--- src/rtl/aidan_mcnay_piso.sv ---
// aidan_mcnay_piso: parallel-in serial-out shifter with valid/ready handshake.
// A word is accepted in IDLE, then streamed one bit per accepted cycle.
// Build option: define AIDAN_MCNAY_PISO_LSB_FIRST_EN for LSB-first bit order
// (default build streams MSB first).
`ifndef AIDAN_MCNAY_PISO_SV
`define AIDAN_MCNAY_PISO_SV

module aidan_mcnay_piso #(
  parameter int unsigned nbits = 32
) (
  input  logic             clk,
  input  logic             reset,
  input  logic             load_en,
  input  logic [nbits-1:0] load_data,
  output logic             load_rdy,
  input  logic             out_rdy,
  output logic             out_valid,
  output logic             data_out,
  output logic             out_last
);

  localparam int unsigned CW = $clog2(nbits);

  localparam logic [0:0] IDLE  = 1'b0;
  localparam logic [0:0] SHIFT = 1'b1;

  localparam logic [CW-1:0] LAST_IDX = CW'(nbits - 1);
  localparam logic [CW-1:0] ONE      = CW'(1);

  logic [0:0]       state_q, state_d;
  logic [nbits-1:0] sreg_q,  sreg_d;
  logic [CW-1:0]    cnt_q,   cnt_d;

  logic load_fire;
  logic bit_accept;
  logic cur_bit;
  logic [nbits-1:0] sreg_shifted;

  // The bit on the wire always sits at the outgoing end of the shift register.
`ifdef AIDAN_MCNAY_PISO_LSB_FIRST_EN
  assign cur_bit      = sreg_q[0];
  assign sreg_shifted = {1'b0, sreg_q[nbits-1:1]};
`else
  assign cur_bit      = sreg_q[nbits-1];
  assign sreg_shifted = {sreg_q[nbits-2:0], 1'b0};
`endif

  assign load_rdy   = (state_q == IDLE);
  assign out_valid  = (state_q == SHIFT);
  assign out_last   = out_valid && (cnt_q == LAST_IDX);
  assign data_out   = out_valid && cur_bit;

  assign load_fire  = load_en && load_rdy;
  assign bit_accept = out_valid && out_rdy;

  // Next-state logic: capture on load, advance only on an accepted bit.
  always_comb begin
    state_d = state_q;
    sreg_d  = sreg_q;
    cnt_d   = cnt_q;
    case (state_q)
      IDLE: begin
        if (load_fire) begin
          sreg_d  = load_data;
          cnt_d   = '0;
          state_d = SHIFT;
        end
      end
      SHIFT: begin
        if (bit_accept) begin
          if (out_last) begin
            // Counter parks at the last index; it is cleared on the next load.
            state_d = IDLE;
          end else begin
            cnt_d  = cnt_q + ONE;
            sreg_d = sreg_shifted;
          end
        end
      end
      default: state_d = IDLE;
    endcase
  end

  // State registers with synchronous reset taking priority over everything.
  always_ff @(posedge clk) begin
    if (reset) begin
      state_q <= IDLE;
      sreg_q  <= '0;
      cnt_q   <= '0;
    end else begin
      state_q <= state_d;
      sreg_q  <= sreg_d;
      cnt_q   <= cnt_d;
    end
  end

endmodule

`endif

--- config.mk ---
export PLATFORM = sky130hd
export DESIGN_NAME = aidan_mcnay_piso
export DESIGN_NICKNAME = d
export VERILOG_FILES = /design/src/rtl/aidan_mcnay_piso.sv
export SDC_FILE = /design/constraint.sdc
export NUM_CORES = 1
export LEC_CHECK = 0
export BUFFER_PORTS_ARGS = -buffer_cell sky130_fd_sc_hd__buf_2
export CELL_PAD_IN_SITES_DETAIL_PLACEMENT = 2
export CELL_PAD_IN_SITES_GLOBAL_PLACEMENT = 2
export CORE_AREA = 2 2 81 83
export DETAILED_ROUTE_END_ITERATION = 6
export DIE_AREA = 0 0 83 85
export PLACE_DENSITY_LB_ADDON = 0.1
export SLEW_MARGIN = 20
export SYNTH_ARGS = -nofsm -noshare
export SYNTH_HDL_FRONTEND = slang
export SYNTH_SLANG_ARGS = --single-unit
--- constraint.sdc ---
create_clock -name clk -period 1.63 [get_ports clk]
set_input_delay 0.163 -clock clk [delete_from_list [all_inputs] [get_ports clk]]
set_output_delay 0.163 -clock clk [all_outputs]
set_load 0.005 [all_outputs]
; ---- Word level (Yosys, flattened, before mapping)
; Index checks and enable logic that the tools add are counted.
[word_totals]
reg_bits = 38
memories = 0
latchBits = 0
output_inout_bits = 4
input_bits = 36
ram_bits = 0
mem_bits_ro = 0
word_cells = 26
[classes]
reduce_logical = 5
n_lt_le_gt_ge = 0
n_eq_ne = 4
shifts = 0
muxes = 12
n_mul = 0
div = 0
n_bitwise = 1
addsub = 1
[op_table]
columns = op, n
row1 = $mux 32, 3
row2 = $pmux 32 s2, 1
row3 = $mux 5, 3
row4 = $pmux 5 s2, 1
row5 = $add 5x1->5 const B, 1
row6 = $eq 5x5->1 const B, 1
row7 = $logic_and 1x1->1, 4
row8 = $ne 2x1->1 const B, 2
row9 = $mux 1, 3
row10 = $reduce_and 3->1, 1
row11 = $ne 2x2->1 const B, 1
row12 = $pmux 1 s2, 1
row13 = $not 1->1, 1

; ---- Depth between registers and ports, before layout
; Gate-level depths: netlist (run 1).
[depth]
depth_word = 5
depth_mapped = 8
mapped_depth_nobuf = 6

; ---- Worst setup path after synthesis (run 1)
; Ideal clock, no wire load.
[synth_path]
path_kind = reg-to-reg
from = register cnt_q[0]
to = register sreg_q[10]
setup_slack_ns = -0.075
t_arrival_ns = 1.620
period_less_slack_ns = 1.705
stages_incl_launch_ff = 9
required_time_ns = 1.544
path_buffers = 2
setup_time_ns = 0.086
cell_sequence = dfxtp_1 -> ha_1 -> and3_1 -> ha_1 -> and3b_1 -> buf_2 -> buf_2 -> nor3_1 -> a211oi_1
[synth_via]
elab_chain_cells = 4
[synth_lines]
columns = element, line
row1 = "start, declared", 32  ; logic [CW-1:0] cnt_q, cnt_d;
row2 = "start signal, assigned", 93  ; cnt_q <= cnt_d;
row3 = $eq 5x5->1, 50  ; assign out_last = out_valid && (cnt_q == LAST_IDX);
row4 = $logic_and 1x1->1, 50
row5 = $ne 2x2->1 (no line), --
row6 = $reduce_and 3->1 (no line), --
row7 = "end signal, assigned", 92  ; sreg_q <= sreg_d;
row8 = "end, declared", 31  ; logic [nbits-1:0] sreg_q, sreg_d;
; No other way between the ends.
; A chain may end at the register's enable or synchronous reset.

; ---- Final worst setup path (run 1)
[layout_path]
from = register cnt_q[1]
to = register cnt_q[3]
[layout_via]
elab_chain_cells = 4
word_cells_on_any_way = 8
cone_classes = 1 x add/sub / 2 x eq/ne / 3 x mux / 2 x reduce/logical
[layout_lines]
columns = element, line
row1 = $add 5x1->5 or $eq 5x5->1 (tied branches), "75, 50"
row2 = $mux 5 or $logic_and 1x1->1 (tied branches), "71, 50"
row3 = $mux 5 or $ne 2x2->1 (tied branches), --
row4 = $pmux 5 s2 or $reduce_and 3->1 (tied branches), --
; Several ways; a longest one is shown, not always the timed one. The select of a mux whose other input is x is not followed.

==> flow_summary.json, run 1 <==
{
  "grt-busiest-layer": "met2",
  "ioPinCount": 40,
  "antenna_found_initial": 0,
  "hpwl_mm": 3.67,
  "cts_sinks": 38,
  "hold_buffers": 0,
  "grt_pass1_vias": 1866,
  "synth_edf_count": 0,
  "netlist_instances": 182,
  "cp_slowest_cell": "or3_4",
  "fmax_ghz": 0.580,
  "grt_use_total_pct": 16.9,
  "gr-usage-met3_pct": 3.21,
  "ir_drop_uv": 338,
  "crit_family": "simple AND/OR/NAND/NOR gates",
  "vias": 1615,
  "relSlewSlack_pct": 68.0,
  "n_antenna_cell": 0,
  "final_area_sq_mm": 0.00257,
  "p_int_mw": 1.59,
  "drive_gt1_share_pct": 50.9,
  "insertion_delay_ns": 0.28,
  "dieArea_sq_mm": 0.00706,
  "routedWlPerCell_microns": 19.5,
  "crit_path_max_incr_delay_ns": 0.35,
  "syn_area_per_cell_sq_um": 9.67,
  "placement_rows": 29,
  "tightest_slew_ns": 0.481,
  "syn_area_sq_mm": 0.00176,
  "hp-class": "primary input to flip-flop",
  "grt_overflow_total": 0,
  "pre_cts_ws_ns": -0.172,
  "die_w_microns": 83,
  "critPathBufInv": 1,
  "cts.path.max_buffers": 2,
  "period_share_pct": 106,
  "crit_top_cell": "ha_4",
  "gp_congestion": 0.668,
  "power_frac_comb_pct": 22.6,
  "cp-start-kind": "flip-flop",
  "ant_nets": 0,
  "rsz0062_at_grt": "yes",
  "total_power_mw": 2.23,
  "cp_cell_sequence": "ha_4, and3_4, ha_4, buf_6, nand3b_4, or3_4, a211oi_2",
  "wirelength_mm": 6.02,
  "cts_tree": "yes",
  "cp-end-kind": "flip-flop",
  "setup_viol": 26,
  "power.share.switching_pct": 29.0,
  "p_sw_uw": 648,
  "period_needed_ns": 1.72,
  "synth-seq-cells": 38,
  "grt_first_pass_wirelength_mm": 9.60,
  "synth_nets": 220,
  "die_h_microns": 85,
  "globalRouteMet2Util_pct": 31.6,
  "cp.arrival_ns": 1.93,
  "drc": 0,
  "htreeDepth": 2,
  "drv_slew": 0,
  "start_util_pct": 28.4,
  "ys_async_sr_fraction_pct": 0,
  "first_pass_iters": 3,
  "synth_cell_types": 24,
  "cts_root_buffer": "clkbuf_8",
  "drt-initial-drc-count": 40,
  "grt_max_degree": 25,
  "syn_to_final_growth_pct": 45.8,
  "portBuffers": 39,
  "ys_warn_count": 0,
  "power_frac_seq_pct": 47.9,
  "setup_ws_ns": -0.0931,
  "placed_area_sq_mm": 0.00209,
  "worstSetupPathType": "flip-flop to flip-flop",
  "status": "finished, violations left",
  "cap_violations": 0,
  "final_net_count": 271,
  "finalHoldViolCount": 0,
  "via_per_inst": 5.23,
  "final_util_pct": 41.4,
  "finalClockSkew_ns": 0.00467,
  "clkTransAtPathRegs_ns": 0.07,
  "cp_max_fo": 4,
  "ys.flop_type": "dfxtp_1",
  "p_per_area_mw_per_mm2": 870,
  "cp.required_ns": 1.84,
  "violations": "setup timing",
  "numCtsBuffers": 5,
  "grtUsageMet1_pct": 20.1,
  "p_clk_share_pct": 29.5,
  "leakage_nw": 1.01,
  "coreArea_sq_mm": 0.00620,
  "yosysSeqAreaShare_pct": 43.2
}
==> state kept, by name, indices dropped and copies added (netlist names) <==
signal,cells
cnt_q,5
out_valid,1
sreg_q,32
==> synth_stat cells, types with 2 or more instances <==
cell type,count,area [sq um]
nand2_1,4,15.0
mux2i_1,31,310
nand3_1,5,25.0
clkbuf_1,5,18.8
and2_1,2,12.5
dfxtp_1,38,761
nand2b_1,2,12.5
a21oi_1,4,20.0
ha_1,2,25.0
nor3_1,32,160
a211oi_1,33,248
buf_2,12,60.1
==> timing repair <==
item,CTS,global route
buffers inserted,3,3
cloned,3,1
endpoints found under the setup margin,36,36
pin swaps,33,1
resized for setup,37,31
==> worst paths after layout <==
check / cells past startpoint / end / start / slack (ns)
worst max register to register: 7 / cnt_q[3] / cnt_q[1] / -0.09
worst max-delay path: 7 / cnt_q[3] / cnt_q[1] / -0.09
worst min register to register: 2 / sreg_q[0] / sreg_q[0] / 0.49
worst min-delay path: 3 / sreg_q[0] / load_data[0] / 0.13
==> per-layer routing <==
layer / share of wire (%) / up-vias
met4: 0.40 / 0
met3: 2.5 / 2
met2: 53 / 21
met5: 0 / -
li1: - / 787
met1: 44 / 805
==> worst reg2reg max path, delay by kind of cell, from the launching register on <==
family                   cells  cell delay (ns)
AND/OR/NAND/NOR              3             0.71
flip-flops                   1             0.34
adder cells (fa/ha/maj)      2             0.32
AO/OA/AOI/OAI                1             0.17
buffers and inverters        1             0.11
==> cells in the final DEF (no fill, tap or decap), drive strengths merged <==
| master | count |
|---|---|
| buf | 62 |
| dfxtp | 38 |
| a211oi | 33 |
| nor3 | 32 |
| mux2i | 31 |
| clkbuf | 7 |
| nand3 | 5 |
| nand2 | 4 |
| a21oi | 4 |
| nand2b | 2 |
| ha | 2 |
| and2 | 2 |
| inv | 1 |
| and3 | 1 |
| nand3b | 1 |
| nor2b | 1 |
| and3b | 1 |
| o21ai | 1 |
| or3 | 1 |
| nand4b | 1 |
| xor2 | 1 |
| nor2 | 1 |
==> cell families after synthesis <==
family	synth area share, %
flip-flops	43.2
AO/OA/AOI/OAI	15.5
buffers and inverters	5.54
XOR/XNOR	0.498
multiplexers	17.6
AND/OR/NAND/NOR	16.2
adder cells (fa/ha/maj)	1.42
==> cell type report <==
class	instances	area, sq um
Fill cell	670	3640
Clock buffer	6	82.6
Inverter	1	3.75
Timing Repair Buffer	63	478
Tap cell	77	96.3
Multi-Input combinational cell	124	1140
Sequential cell	38	764
==> metrics by stage <==
stage / TNS, ns / std cells / hold WS [ns]
final: -0.648 / 309 / 0.132
after CTS: -2.78 / 306 / 0.131
after detailed placement: -3.13 / 294 / 0.436
after floorplan: 0 / 182 / 0.259
after global placement: -0.520 / 294 / 0.410
after global routing: -2.63 / 309 / 0.138
==> power groups by stage <==
stage / sequential (mW) / clock (mW) / combinational (mW)
6_report: 1.07 / 0.658 / 0.506
5_1_grt: 1.08 / 0.727 / 0.550
4_1_cts: 1.06 / 0.681 / 0.439
3_5_place_dp: 1.08 / 0 / 0.382
3_3_place_gp: 1.07 / 0 / 0.361
2_1_floorplan: 1.06 / 0 / 0.262
No activity file was read; power rests on OpenSTA's default activity.
==> run 2: changes to the inputs <==
--- a/config.mk
+++ b/config.mk
@@ -5,7 +5,7 @@
 export SDC_FILE = /design/constraint.sdc
 export NUM_CORES = 1
 export LEC_CHECK = 0
-export BUFFER_PORTS_ARGS = -buffer_cell sky130_fd_sc_hd__buf_2
+export BUFFER_PORTS_ARGS = -buffer_cell sky130_fd_sc_hd__buf_4
 export CELL_PAD_IN_SITES_DETAIL_PLACEMENT = 2
 export CELL_PAD_IN_SITES_GLOBAL_PLACEMENT = 2
 export CORE_AREA = 2 2 81 83
==> constraint.sdc (replaced) <==
create_clock -name clk -period 1.63 [get_ports clk]
set_input_delay 0.163 -clock clk [delete_from_list [all_inputs] [get_ports clk]]
set_output_delay 0.163 -clock clk [all_outputs]
set_load 0.1 [all_outputs]
==> run 2 against run 1 <==
Effect of this change: the run still ends with setup timing left; global-route usage down 0.77 points; count of clock-buffer cells in the layout unchanged; sequential cell count did not move; critical path depth up 1; wire length fell by 5.5%; sequential share of layout area is 0.74 points lower; non-clock buffer count is 4 lower; clock skew decreased by 0.0012 ns; combinational power increased by 6.3%; largest power group unchanged; critical path type unchanged; largest cell class unchanged.
==> flow_summary.json, run 2 (same netlist as run 1, synthesis figures left out) <==
{
  "portBuffers": 39,
  "cp-end-kind": "flip-flop",
  "grt_use_total_pct": 16.1,
  "routedWlPerCell_microns": 18.7,
  "finalHoldViolCount": 0,
  "finalClockSkew_ns": 0.00352,
  "clkTransAtPathRegs_ns": 0.07,
  "cp.required_ns": 1.77,
  "grt_overflow_total": 0,
  "wl_met2_mm": 2.97,
  "cts_tree": "yes",
  "cts_root_buffer": "clkbuf_8",
  "cap_violations": 0,
  "n_antenna_cell": 0,
  "ir_drop_uv": 319,
  "numCtsBuffers": 5,
  "wirelength_mm": 5.69,
  "rrSetupSlack_ns": -0.15,
  "rsz0062_at_grt": "yes",
  "status": "finished, violations left",
  "period_share_pct": 109,
  "coreArea_sq_mm": 0.00620,
  "dr_wl_met3_microns": 147,
  "largest_reg_flops": 32,
  "worstSetupPathType": "flip-flop to flip-flop",
  "vias": 1592,
  "regMostFlops": "sreg_q",
  "pre_cts_ws_ns": -0.148,
  "htreeDepth": 2,
  "die_w_microns": 83,
  "first_pass_iters": 4,
  "layout_commonest_cell": "buf_4",
  "drt-met1-wl_mm": 2.57,
  "antenna_found_initial": 0,
  "setup_ws_ns": -0.151,
  "placement_rows": 29,
  "placed_cells": 289,
  "via_per_inst": 5.22,
  "layout_common_cells": "buf_4 (46), dfxtp_1 (35), mux2i_1 (31), a211oi_1 (22), nor3_2 (18)",
  "final_cells": 305,
  "cts.path.max_buffers": 2,
  "syn_to_final_growth_pct": 50.0,
  "grt_max_degree": 39,
  "start_util_pct": 28.4,
  "relSlewSlack_pct": 67.6,
  "cp_max_fo": 4,
  "period_needed_ns": 1.78,
  "drc": 0,
  "crit_top_cell": "ha_4",
  "dieArea_sq_mm": 0.00706,
  "cp-start-kind": "flip-flop",
  "drive_gt1_share_pct": 48.2,
  "fmax_ghz": 0.561,
  "ioPinCount": 40,
  "cts_sinks": 38,
  "highest_layer": "met4",
  "tightest_slew_ns": 0.486,
  "cp.arrival_ns": 1.92,
  "grt_first_pass_wirelength_mm": 9.23,
  "die_h_microns": 85,
  "cp_slowest_cell": "dfxtp_2",
  "cp_cell_sequence": "ha_4, and3_4, ha_4, and3b_2, buf_12, clkbuf_16, nor3_1, a211oi_1",
  "ant_nets": 0,
  "gp_congestion": 0.693,
  "grt_pass1_vias": 1794,
  "violations": "setup timing",
  "p_per_area_mw_per_mm2": 851,
  "insertion_delay_ns": 0.28,
  "setup_viol": 25,
  "drv_slew": 0,
  "hp-class": "primary input to flip-flop",
  "hpwl_mm": 3.36,
  "fill_cells": 653,
  "crit_path_max_incr_delay_ns": 0.36,
  "final_net_count": 267,
  "drt-initial-drc-count": 29,
  "leakage_nw": 1.01
}
run 2: cell type report:
cell class                      count  area, sq um  area share (%)
Tap cell                           77         96.3            3.65
Clock buffer                        6         82.6            3.13
Multi-Input combinational cell    124         1110            42.0
Inverter                            1         7.51           0.284
Timing Repair Buffer               59          579            21.9
Sequential cell                    38          767            29.0
run 2: per-layer routing:
layer / up-vias / track usage, %
li1: 774 / -
met1: 791 / 19.7
met2: 25 / 29.5
met3: 2 / 3.31
met4: 0 / 3.13
met5: - / 0
run 2: final timing paths:
kind / endpoint / cells after the start / start
worst min register to register: sreg_q[0] / 2 / sreg_q[0]
worst min-delay path: out_valid / 2 / out_rdy
worst max register to register: sreg_q[5] / 8 / cnt_q[1]
worst max-delay path: sreg_q[5] / 8 / cnt_q[1]
run 2: power breakdown:
part,internal [mW],switching (mW)
registers,1.01,0.0628
clock network,0.326,0.311
logic,0.268,0.270
run 2: repair_timing:
item,CTS,global route
hold endpoints to repair,0,0
hold buffers,0,0
setup buffers,5,2
pin swaps,8,25
endpoints found under the setup margin,36,35
cloned,3,1
resized for setup,31,29
run 2: critical path, delay by kind of cell (launching register included):
family,cells,cell delay [ns]
adders and majority gates,2,0.28
DFF,1,0.36
buffers and inverters,2,0.29
and+or+nand+nor,3,0.62
AOI/OAI and AO/OA,1,0.08
run 2: stage by stage:
step	total power, mW	setup TNS (ns)	utilization, %	hold slack, ns	instance area (sq um)
2_1_floorplan	1.36	-0.0915	-	0.248	1790
3_3_place_gp	1.50	-0.360	35.4	0.387	2200
3_5_place_dp	1.53	-3.01	35.4	0.405	2200
4_1_cts	2.23	-1.55	40.1	0.104	2490
5_1_grt	2.38	-3.79	42.6	0.117	2640
6_report	2.25	-1.83	42.6	0.109	2640
